<file path="config.mk">
export PLATFORM = sky130hd
export DESIGN_NAME = if_stage
export DESIGN_NICKNAME = d
export VERILOG_FILES = /design/src/rtl/if_stage.sv
export SDC_FILE = /design/constraint.sdc
export NUM_CORES = 1
export LEC_CHECK = 0
export BUFFER_PORTS_ARGS = -buffer_cell sky130_fd_sc_hd__buf_4
export CORE_MARGIN = 8
export CORE_UTILIZATION = 48
export CTS_CLUSTER_SIZE = 8
export DETAILED_ROUTE_END_ITERATION = 6
export MAX_ROUTING_LAYER = met4
export PLACE_DENSITY = 0.87
export SLEW_MARGIN = 20
export SYNTH_ARGS = -nofsm -noshare
export SYNTH_HDL_FRONTEND = slang
export SYNTH_SLANG_ARGS = --single-unit
</file>
<file path="constraint.sdc">
create_clock -name clk -period 1.9 [get_ports clk]
set_input_delay 0.38 -clock clk [delete_from_list [all_inputs] [get_ports clk]]
set_output_delay 0.38 -clock clk [all_outputs]
set_load 0.02 [all_outputs]
</file>
<file path="src/rtl/if_stage.sv">
// Instruction-fetch stage: PC sequencing, imem handshake, redirect/drop tracking and IF/ID register.
// Optional fetch/bubble performance counters are compiled in when IF_PERF_CNT_EN is defined.
module if_stage #(
    parameter logic [31:0] RESET_PC = 32'h0000_0000,
    parameter logic [31:0] NOP_INS  = 32'h0000_0000
) (
    input  logic        clk,
    input  logic        reset,
    input  logic [1:0]  pc_src,
    input  logic [31:0] branch,
    input  logic [31:0] rs,
    input  logic [27:0] offset28,
    input  logic        if_flush,
    input  logic        stall,
    output logic        imem_req,
    output logic [31:0] imem_addr,
    input  logic        imem_ack,
    input  logic [31:0] imem_data,
    output logic [31:0] pc_4_out,
    output logic [31:0] ins_out,
    output logic        ins_valid
`ifdef IF_PERF_CNT_EN
   ,output logic [31:0] fetch_cnt,
    output logic [31:0] bubble_cnt
`endif
);

    // state | meaning
    // IDLE  | one cycle after reset release, no request issued
    // FETCH | requesting imem at pc; responses go to IF/ID
    // DROP  | redirect taken while a request was outstanding; next response is discarded
    typedef enum logic [1:0] {IDLE, FETCH, DROP} state_t;

    state_t      state, state_d;
    logic [31:0] pc, pc_d;
    logic [31:0] redir, redir_d;
    logic        hold_valid, hold_valid_d;
    logic [31:0] hold_data, hold_data_d;

    logic        ld_ifid;
    logic        ld_valid;
    logic [31:0] ld_ins;
    logic        redirect;
    logic        resp;
    logic [31:0] rsp_data;
    logic [31:0] target;
    logic [31:0] pc_inc;

    // A response captured during stall stands in for the next ack, so no new request is issued.
    assign imem_req  = (state != IDLE) && !hold_valid;
    assign imem_addr = pc;

    always_comb begin
        redirect = (pc_src != 2'b00);
        resp     = hold_valid || (imem_req && imem_ack);
        rsp_data = hold_valid ? hold_data : imem_data;
        pc_inc   = pc + 32'd4;
        case (pc_src)
            2'b01:   target = branch;
            2'b10:   target = {pc_4_out[31:28], offset28};
            default: target = rs;
        endcase
    end

    always_comb begin
        state_d      = state;
        pc_d         = pc;
        redir_d      = redir;
        hold_valid_d = hold_valid;
        hold_data_d  = hold_data;
        ld_ifid      = 1'b0;
        ld_valid     = 1'b0;
        ld_ins       = NOP_INS;

        if (state == IDLE) begin
            state_d = FETCH;
        end else if (stall) begin
            if (imem_req && imem_ack) begin
                hold_valid_d = 1'b1;
                hold_data_d  = imem_data;
            end
        end else begin
            hold_valid_d = 1'b0;
            ld_ifid      = 1'b1;
            case (state)
                FETCH: begin
                    if (redirect) begin
                        if (resp) begin
                            pc_d = target;
                        end else begin
                            redir_d = target;
                            state_d = DROP;
                        end
                    end else if (if_flush) begin
                        if (resp) pc_d = pc_inc;
                    end else if (resp) begin
                        ld_valid = 1'b1;
                        ld_ins   = rsp_data;
                        pc_d     = pc_inc;
                    end
                end
                DROP: begin
                    if (resp) begin
                        pc_d    = redirect ? target : redir;
                        state_d = FETCH;
                    end else if (redirect) begin
                        redir_d = target;
                    end
                end
                default: state_d = IDLE;
            endcase
        end
    end

    always_ff @(posedge clk or negedge reset) begin
        if (!reset) begin
            state      <= IDLE;
            pc         <= RESET_PC;
            redir      <= 32'h0;
            hold_valid <= 1'b0;
            hold_data  <= 32'h0;
            pc_4_out   <= 32'h0;
            ins_out    <= NOP_INS;
            ins_valid  <= 1'b0;
        end else begin
            state      <= state_d;
            pc         <= pc_d;
            redir      <= redir_d;
            hold_valid <= hold_valid_d;
            hold_data  <= hold_data_d;
            if (ld_ifid) begin
                ins_valid <= ld_valid;
                ins_out   <= ld_ins;
                // Bubbles leave pc_4_out pointing at the last real instruction.
                if (ld_valid) pc_4_out <= pc;
            end
        end
    end

`ifdef IF_PERF_CNT_EN
    always_ff @(posedge clk or negedge reset) begin
        if (!reset) begin
            fetch_cnt  <= 32'h0;
            bubble_cnt <= 32'h0;
        end else if (ld_ifid) begin
            if (ld_valid) fetch_cnt  <= fetch_cnt + 32'd1;
            else          bubble_cnt <= bubble_cnt + 32'd1;
        end
    end
`endif

endmodule

</file>
==> results of run 1 <==
## how the worst min path moves through the flow
stage,start,end,depth (start not counted)
after floorplan,reset,hold_data[0]$_DFFE_PN0P_,0
after global placement,reset,redir[26]$_DFFE_PN0P_,1
after detailed placement,reset,redir[25]$_DFFE_PN0P_,1
after CTS,imem_data[0],hold_data[0]$_DFFE_PN0P_,2
after global routing,imem_data[0],hold_data[0]$_DFFE_PN0P_,2
final,imem_data[17],hold_data[17]$_DFFE_PN0P_,2
## sequential cells by signal (all words and copies together), names as in the netlist
name and flops:
ins_valid 1, hold_valid 1, ins_out 32, state 2, pc_4_out 32, hold_data 32, redir 32, imem_addr 32
## area by class of cell
| cell class | count | area [um2] | share of cell area (%) |
|---|---|---|---|
| clock buffer | 18 | 429 | 3.41 |
| clock inverter | 14 | 156 | 1.24 |
| inverter | 9 | 36.3 | 0.288 |
| multi-input combinational | 567 | 4450 | 35.3 |
| sequential | 164 | 4110 | 32.6 |
| tap | 225 | 282 | 2.23 |
| timing repair buffer | 362 | 3140 | 24.9 |
## layout by cell type (no fill, tap or decap), drive strengths merged, types with 7 or more instances in the layout
| master | synthesis | layout |
|---|---|---|
| nand2 | 96 | 96 |
| dfrtp | 164 | 164 |
| o21ai | 88 | 88 |
| clkbuf | 30 | 20 |
| inv | 9 | 20 |
| mux2i | 39 | 39 |
| nand4 | 14 | 14 |
| mux2 | 91 | 91 |
| ha | 7 | 7 |
| nor3 | 7 | 7 |
| nand3 | 11 | 11 |
| and3 | 8 | 8 |
| a22oi | 37 | 37 |
| nor2 | 45 | 45 |
| a21oi | 39 | 39 |
| buf | 32 | 359 |
## synth_stat cells (3+ instances only)
library cell  count
dfrtp_1         164
nand2_1          96
o21ai_0          80
nor2_1           44
a21oi_1          39
mux2_2           39
mux2i_1          39
a22oi_1          37
clkbuf_1         29
mux2_4           27
mux2_1           25
buf_2            20
nand4_1          14
nand3_1          10
inv_1             9
and3_1            8
o21ai_1           8
buf_1             7
ha_1              7
and4_1            6
a31oi_1           5
buf_6             5
a211o_1           4
a211oi_1          4
a21o_1            4
a22o_1            4
nor3_1            4
o22ai_1           4
and2_1            3
nor4_1            3
o311a_1           3
o31a_1            3
o31ai_1           3
xor2_1            3
## per-layer routing
metal / global-route usage (%) / wire (um) / part of all wire, %
met1: 33.7 / 12400 / 40
met2: 42.5 / 15000 / 48
met4: 11.7 / 1260 / 4.1
met5: - / 0 / 0
met3: 5.20 / 2460 / 7.9
## power by group
group | switching [uW] | total, uW | internal (uW) | leakage, uW
sequential | 1080 | 5920 | 4830 | 0.00209
clock | 1610 | 3490 | 1880 | 0.000284
combinational | 4390 | 8400 | 4010 | 0.00365
total | 7090 | 17800 | 10700 | 0.00602
## cells by family after synthesis
logic type,count (synthesis),synth area share [%]
AOI/OAI and AO/OA,224,16.8
xor gates and xnor gates,4,0.414
adders and majority gates,7,1.04
buffers and inverters,71,3.91
DFF,164,48.5
muxes,130,17.9
and+or+nand+nor,202,11.4
## metrics by stage
step | cell area [um2] | total power (uW)
floorplan | 8500 | 9820
global placement | 11100 | 12700
detailed placement | 11100 | 13000
CTS | 12200 | 17000
global route | 12600 | 18600
finish | 12600 | 17800
## critical path, delay by kind of cell (launching register included)
kind            cells  cell delay (ns)
compound gates      3             0.69
buf+inv             4             0.63
flops               1             0.40
fa+ha+maj           1             0.19
simple gates        1             0.11
## what timing repair did
action                                 CTS  global route
gates cloned                             6             2
buffers inserted                        18            10
setup endpoints to repair              108           158
pin swaps                               22            30
endpoints found under the hold margin   37             0
gates resized for setup                 86            89
hold buffers                             1             0
==> summary.md, run 1 <==
| Metric | Value |
|---|---|
| CTS Buf Count | `17` |
| Core area | `0.0172 mm2` |
| Setup TNS | `-15.23 ns` |
| Antenna viol nets, final | `0` |
| Flops & latches, synth | `164` |
| Number of cells on the worst reg-to-reg path | `9` |
| Hold Path Class | `in -> reg` |
| CP Capture Point | `imem_addr[19]$_DFFE_PN0P_` |
| Max-Cap Viols | `0` |
| Final Hold Viols | `0` |
| Mapped Nets | `940` |
| Synth top area share | `48.5%` |
| Avg Inst Size Synth | `10.5 um2` |
| Initial antenna violation count | `0` |
| Slowest CP cell | `dfrtp_1` |
| Synth Flop Type | `dfrtp_1` |
| Worst-skew pair later-pin latency | `0.45 ns` |
| RSZ-0062 raised after global routing | `yes` |
| Final Critical Period | `2.14 ns` |
| Final setup vio count | `117` |
| Detailed Route WL | `31100 um` |
| Slew Limit Fails | `0` |
| TritonCTS Sinks | `164` |
| Routed wire per std cell | `22.9 um` |
| Std-Cell Rows | `48` |
| Clock Root Buffer | `clkbuf_16` |
| Post-Synthesis Cell Area | `0.00845 mm2` |
| Area delta synth->final | `49.0%` |
| Reg-to-reg slack, setup | `-0.24 ns` |
| Cell taking the most area after synthesis | `dfrtp_1` |
| Fin nets | `1259` |
| Crit-path max cell delay | `0.40 ns` |
| Vias in the first global route | `8355` |
| Number of synthesized flops with an enable pin | `0` |
| VDD IR-drop max | `0.886 mV` |
| GRT Total Usage | `27.1%` |
| Failing checks | `setup timing` |
| Async set or reset register ratio after synthesis | `100%` |
| Relative slew slack | `60.2%` |
| Hpwl dp | `20000 um` |
| Final hold slack | `0.181 ns` |
| Dpl cells | `1294` |
| CP Launch Point | `state[1]$_DFFE_PN0P_` |
| Worst setup EP type | `flip-flop` |
| Largest net degree at the start of global routing | `61` |
| DRT Pass-1 Iters | `5` |
| Initial Utilization | `49.0%` |
| # IOs | `229` |
| Share of post-route cells with drive strength above 1 | `48.7%` |
| Critical Path Start Type | `flip-flop` |
| Fin crit share | `113%` |
| I/O Buffers | `228` |
| CP Cell Sequence | `buf_4 -> ha_2 -> buf_4 -> inv_1 -> nor2_1 -> buf_12 -> a22oi_2 -> o41ai_2 -> a22o_1` |
| Static Leakage | `0.00602 uW` |
| Synth Warn # | `0` |
| Cell variety after synth | `66` |
| Die height | `149 um` |
| P per Cell Area | `1410 mW/mm2` |
| Antenna cells | `0` |
| Dpl ws | `-0.213 ns` |
| Die Area | `0.0221 mm2` |
| Clk pin slew, worst setup/hold paths | `0.07 ns` |
| Die Wd | `149 um` |
| Final Util | `73.1%` |
| Synth Instances | `802` |
| Run status | `finished, violations left` |
| Worst r2r dst | `imem_addr[19]$_DFFE_PN0P_` |
| Via Count | `8264` |
| Reg2reg start | `state[1]$_DFFE_PN0P_` |
| Measured slew at the worst slew-check pin | `0.597 ns` |
| F_max | `467 MHz` |
| 1st-iter DRT viols | `693` |
| Gr ovfl total | `0` |
| Vias per cell | `6.08` |
| Clk buf depth | `2` |
| Crit path max fanout | `8` |
| Crit path required time | `2.22 ns` |
| Arrival time at the worst endpoint | `2.46 ns` |
| Routability cong. | `0.905` |
| Non-filler instance count after layout | `1359` |
| First-pass GRT wire length | `45900 um` |
| Dominant cell type by count on the critical path | `buf_4` |
| DRC viols | `0` |
| Worst clock skew | `0.0103 ns` |
| Sequential cell area fraction in the yosys report | `48.5%` |
| Fillers | `1099` |
| Synth top area cells | `dfrtp_1, mux2_2, mux2_4` |
| Setup WS post-layout | `-0.241 ns` |
| H-tree Lvls | `4` |
| CTS tree | `built` |
| Crit Path Class | `reg -> reg` |
Note: power is estimated with default switching activity, not from simulation.
==> run 2, diff against run 1 <==
--- a/config.mk
+++ b/config.mk
@@ -7,11 +7,11 @@
 export LEC_CHECK = 0
 export BUFFER_PORTS_ARGS = -buffer_cell sky130_fd_sc_hd__buf_4
 export CORE_MARGIN = 8
-export CORE_UTILIZATION = 48
+export CORE_UTILIZATION = 53
 export CTS_CLUSTER_SIZE = 8
 export DETAILED_ROUTE_END_ITERATION = 6
 export MAX_ROUTING_LAYER = met4
-export PLACE_DENSITY = 0.87
+export PLACE_DENSITY = 0.9
 export SLEW_MARGIN = 20
 export SYNTH_ARGS = -nofsm -noshare
 export SYNTH_HDL_FRONTEND = slang
==> constraint.sdc (replaced) <==
create_clock -name clk -period 2 [get_ports clk]
set_input_delay 0.4 -clock clk [delete_from_list [all_inputs] [get_ports clk]]
set_output_delay 0.4 -clock clk [all_outputs]
set_load 0.02 [all_outputs]
==> summary.md, run 2 (synthesis results as in run 1) <==
| Metric | Value |
|---|---|
| Run status | `finished, violations left` |
| Failing checks | `DRC, setup timing` |
| Static Leakage | `0.00571 uW` |
| Crit path required time | `2.31 ns` |
| Slew Limit Fails | `0` |
| Gr ovfl total | `0` |
| Met2 routed WL | `13900 um` |
| Crit-path max cell delay | `0.38 ns` |
| I/O Buffers | `228` |
| Final Hold Viols | `0` |
| TritonCTS Sinks | `164` |
| Via Count | `8031` |
| Final setup vio count | `18` |
| Measured slew at the worst slew-check pin | `0.578 ns` |
| Critical Path Start Type | `flip-flop` |
| WP buf/inv | `3` |
| Final Critical Period | `2.03 ns` |
| Crit path max fanout | `16` |
| CTS Buf Count | `17` |
| RSZ-0062 raised after global routing | `yes` |
| Initial antenna violation count | `1` |
| Max-Cap Viols | `0` |
| Worst-skew pair later-pin latency | `0.44 ns` |
| Die Wd | `142 um` |
| Post-route design area | `0.0118 mm2` |
| Clk pin slew, worst setup/hold paths | `0.07 ns` |
| Die Area | `0.0202 mm2` |
| F_max | `494 MHz` |
| Dpl cells | `1274` |
| Wire length on met1 | `11100 um` |
| Die height | `142 um` |
| P per Cell Area | `1380 mW/mm2` |
| Most frequent cells in the layout | `buf_4, dfrtp_1, nand2_1` |
| Crit Path Class | `reg -> reg` |
| Area delta synth->final | `39.5%` |
| Hpwl dp | `20400 um` |
| Largest net degree at the start of global routing | `65` |
| H-tree Lvls | `4` |
| Routed wire per std cell | `21.7 um` |
| Most common cell after layout, fill and taps aside | `buf_4` |
| Initial Utilization | `53.8%` |
| Hold Path Class | `in -> reg` |
| Fin nets | `1224` |
| Clock Root Buffer | `clkbuf_16` |
| DRC viols | `3` |
| Antenna viol nets, final | `0` |
| Arrival time at the worst endpoint | `2.34 ns` |
| Fillers | `998` |
| Core area | `0.0157 mm2` |
| First-pass GRT wire length | `43300 um` |
| Worst setup EP type | `flip-flop` |
| Non-filler instance count after layout | `1316` |
| VDD IR-drop max | `0.871 mV` |
| Clk buf depth | `2` |
| Routability cong. | `0.999` |
| Vias per cell | `6.10` |
| Relative slew slack | `61.5%` |
| Slowest CP cell | `dfrtp_1` |
| Share of post-route cells with drive strength above 1 | `42.4%` |
| Area after DPL | `0.0109 mm2` |
| # IOs | `229` |
| CTS tree | `built` |
| Setup WS post-layout | `-0.0258 ns` |
| GRT Total Usage | `28.1%` |
| 1st-iter DRT viols | `860` |
| Largest delay share family, worst path | `flip-flops` |
| Met3 wire len | `2640 um` |
| CP Cell Sequence | `inv_2 -> buf_6 -> ha_4 -> or2_4 -> a211o_4 -> buf_12 -> mux2_1` |
| Top Layer Used | `met4` |
| Fin crit share | `101%` |
| Worst clock skew | `0.0114 ns` |
| Dpl ws | `-0.170 ns` |
| DRT Pass-1 Iters | `7` |
| Final hold slack | `0.209 ns` |
| Vias in the first global route | `8093` |
| Std-Cell Rows | `46` |
| Detailed Route WL | `28600 um` |
==> run 2: changes by cell type in the layout (fill, tap and decap cells not counted), moves of 6 or more <==
cell	previous run	this run
buf_6	21	9
o21ai_0	34	79
o21ai_1	16	9
mux2_4	32	38
o21ai_4	6	0
buf_16	6	0
buf_12	13	7
o21ai_2	32	0
buf_4	316	308
mux2_1	22	14
==> run 2: layout make-up <==
type / count / area [um2] / share of cell area, %
multi-input combinational: 567 / 4190 / 35.6
timing repair buffer: 327 / 2610 / 22.2
antenna: 1 / 2.50 / 0.0212
inverter: 9 / 40.0 / 0.339
tap: 216 / 270 / 2.29
clock buffer: 18 / 429 / 3.64
clock inverter: 14 / 141 / 1.20
sequential: 164 / 4110 / 34.8
==> run 2: stage by stage <==
step / utilization [%] / setup TNS, ns / power (uW)
detailed placement: 69.5 / -3.67 / 12300
global route: 75.1 / -1.18 / 17000
finish: 75.1 / -0.175 / 16300
global placement: 69.5 / -1.75 / 12000
CTS: 73.5 / -0.0164 / 15700
floorplan: - / -0.458 / 9240
==> run 2: power breakdown <==
part           internal (uW)  leakage [uW]  switching [uW]
sequential              4590       0.00209            1060
combinational           3600       0.00335            3790
clock                   1750      0.000278            1470
==> run 2: worst paths after layout <==
| path | slack (ns) | cells past startpoint | startpoint | endpoint |
|---|---|---|---|---|
| worst max-delay path | -0.03 | 7 | state[1]$_DFFE_PN0P_ | redir[26]$_DFFE_PN0P_ |
| worst min-delay path | 0.21 | 2 | imem_data[28] | hold_data[28]$_DFFE_PN0P_ |
| worst max register to register | -0.03 | 7 | state[1]$_DFFE_PN0P_ | redir[26]$_DFFE_PN0P_ |
| worst min register to register | 0.48 | 2 | ins_out[18]$_DFFE_PN0P_ | ins_out[18]$_DFFE_PN0P_ |
| max in group asynchronous | 0.96 | 3 | reset | ins_out[23]$_DFFE_PN0P_ |
| min in group asynchronous | 0.39 | 2 | reset | redir[14]$_DFFE_PN0P_ |
==> run 2: metal layers <==
metal  GRT usage, %  up-vias
met5              -        -
met4           11.8        0
met3           7.01       92
met2           43.9      564
met1           34.2     3873
li1               -     3502
==> run 2: repair_timing <==
| item | 4_1_cts | 5_1_grt |
|---|---|---|
| hold buffers | 1 | 0 |
| buffers inserted | 0 | 5 |
| endpoints found under the setup margin | 78 | 83 |
| pin swaps | 0 | 7 |
| gates cloned | 0 | 3 |
| gates resized for setup | 12 | 32 |
| endpoints found under the hold margin | 22 | 0 |
==> run 2: worst reg2reg max path, stage by stage, from the launching register on <==
cell and delay (ns):
dfrtp_1 0.38, inv_2 0.07, buf_6 0.12, ha_4 0.17, or2_4 0.27, a211o_4 0.38
buf_12 0.18, mux2_1 0.33
==> run 3, diff against run 2 <==
==> constraint.sdc (replaced) <==
create_clock -name clk -period 2 [get_ports clk]
set_input_delay 0.2 -clock clk [delete_from_list [all_inputs] [get_ports clk]]
set_output_delay 0.2 -clock clk [all_outputs]
set_load 0.02 [all_outputs]
==> summary.md, run 3 (synthesis results as in run 1) <==
| Metric | Value |
|---|---|
| RSZ-0062 raised after global routing | `yes` |
| Share of post-route cells with drive strength above 1 | `41.6%` |
| Area delta synth->final | `38.0%` |
| Crit-path max cell delay | `0.43 ns` |
| Antenna cells | `0` |
| Run status | `finished, violations left` |
| Worst clock skew | `0.00924 ns` |
| Hpwl dp | `19000 um` |
| Final Hold Viols | `0` |
| Most common cell after layout, fill and taps aside | `buf_4` |
| Core area | `0.0157 mm2` |
| DRT Pass-1 Iters | `5` |
| Initial Utilization | `53.8%` |
| Vias in the first global route | `8137` |
| Crit Path Class | `reg -> reg` |
| Most frequent cells in the layout | `buf_4, dfrtp_1, nand2_1` |
| Setup WS post-layout | `-0.0747 ns` |
| Critical Path Start Type | `flip-flop` |
| Via Count | `7979` |
| Vias per cell | `6.15` |
| Largest net degree at the start of global routing | `51` |
| I/O Buffers | `228` |
| Die height | `142 um` |
| Die Wd | `142 um` |
| Routed wire per std cell | `21.4 um` |
| Relative slew slack | `66.0%` |
| GRT Total Usage | `27.3%` |
| Slew Limit Fails | `0` |
| Die Area | `0.0202 mm2` |
| Fillers | `987` |
| Worst-skew pair later-pin latency | `0.43 ns` |
| Antenna viol nets, final | `0` |
| VDD IR-drop max | `0.969 mV` |
| CTS Buf Count | `17` |
| Fin nets | `1207` |
| Hold Path Class | `in -> reg` |
| Area after DPL | `0.0108 mm2` |
| First-pass GRT wire length | `42200 um` |
| Clk pin slew, worst setup/hold paths | `0.07 ns` |
| # IOs | `229` |
| Max-Cap Viols | `0` |
| Slowest CP cell | `o311ai_0` |
| Final Critical Period | `2.07 ns` |
| Clock Root Buffer | `clkbuf_16` |
| Dominant cell type by count on the critical path | `o21ai_0` |
| H-tree Lvls | `4` |
| Dpl ws | `-0.105 ns` |
| Routability cong. | `0.964` |
| Gr ovfl total | `0` |
| Fin crit share | `104%` |
| Multi-input logic area | `0.00415 mm2` |
| P per Cell Area | `1390 mW/mm2` |
| DRC viols | `0` |
| 1st-iter DRT viols | `916` |
| Worst setup EP type | `flip-flop` |
| Final setup vio count | `12` |
| Post-route design area | `0.0117 mm2` |
| Crit path required time | `2.33 ns` |
| Static Leakage | `0.00564 uW` |
| Arrival time at the worst endpoint | `2.41 ns` |
| Std-Cell Rows | `46` |
| Initial antenna violation count | `0` |
| Measured slew at the worst slew-check pin | `0.511 ns` |
| F_max | `482 MHz` |
| Crit path max fanout | `8` |
| CP Cell Sequence | `buf_4 -> and4_1 -> nand4_1 -> o311ai_0 -> o21ai_0 -> o21ai_0` |
| TritonCTS Sinks | `164` |
| Register area | `0.00411 mm2` |
| Clk buf depth | `2` |
| CTS tree | `built` |
| Detailed Route WL | `27800 um` |
| Failing checks | `setup timing` |
==> run 3: changes by cell type in the layout (fill, tap and decap cells not counted), sizes merged <==
cell,delta
clkbuf,+1
dlygate4sd3,+1
diode,-1
clkinvlp,-1
inv,-3
bufinv,+1
clkinv,+2
buf,-18
==> run 3: worst paths after layout <==
path	slack [ns]	cells after the start	endpoint	startpoint
max in group asynchronous	1.09	3	pc_4_out[9]$_DFFE_PN0P_	reset
worst max-delay path	-0.07	6	imem_addr[15]$_DFFE_PN0P_	imem_addr[11]$_DFFE_PN0P_
worst max register to register	-0.07	6	imem_addr[15]$_DFFE_PN0P_	imem_addr[11]$_DFFE_PN0P_
worst min-delay path	0.01	2	hold_data[15]$_DFFE_PN0P_	imem_data[15]
min in group asynchronous	0.28	2	redir[22]$_DFFE_PN0P_	reset
worst min register to register	0.48	2	ins_out[28]$_DFFE_PN0P_	ins_out[28]$_DFFE_PN0P_
==> run 3: repair_timing <==
action                                  CTS  global route
buffers inserted                          1             6
endpoints found under the setup margin   79            86
cloned                                    1             2
gates resized for setup                  12            34
endpoints found under the hold margin    40             0
pin swaps                                 3             4
hold buffers                              2             0
==> run 3: critical path: cells and delay by family, from the launching register on <==
family / cells / cell delay [ns]
AOI/OAI and AO/OA: 3 / 0.87
buffers and inverters: 1 / 0.20
DFF: 1 / 0.36
and+or+nand+nor: 2 / 0.55
==> run 3: per-layer routing <==
layer	vias to the layer above	global-route usage, %	share of wire, %
met3	116	7.01	9.7
met1	3844	33.1	39
li1	3471	-	-
met2	548	42.4	48
met4	0	12.6	3.6
met5	-	-	0
==> run 3: cell type report <==
| class | count | area share [%] |
|---|---|---|
| Sequential cell | 164 | 35.2 |
| Multi-Input combinational cell | 567 | 35.5 |
| Tap cell | 216 | 2.32 |
| Clock buffer | 19 | 3.80 |
| Inverter | 9 | 0.290 |
| Clock inverter | 13 | 1.28 |
| Timing Repair Buffer | 310 | 21.6 |
==> run 3: per-stage QoR <==
step	hold WS, ns	setup TNS [ns]	cells	power [uW]	util, %
after floorplan	-0.0956	-0.458	802	9240	-
after global placement	0.157	-0.0697	1254	11800	68.6
after detailed placement	0.159	-2.34	1254	12100	68.6
after CTS	0.00223	-0.00277	1290	15700	73.0
after global routing	0.00585	-2.00	1298	17000	74.2
final	0.0108	-0.229	1298	16300	74.2
==> run 3: where the power goes <==
group,switching (uW),internal (uW),total [uW]
clock network,1400,1890,3290
registers,971,4590,5560
logic,3840,3580,7420
total,6210,10100,16300
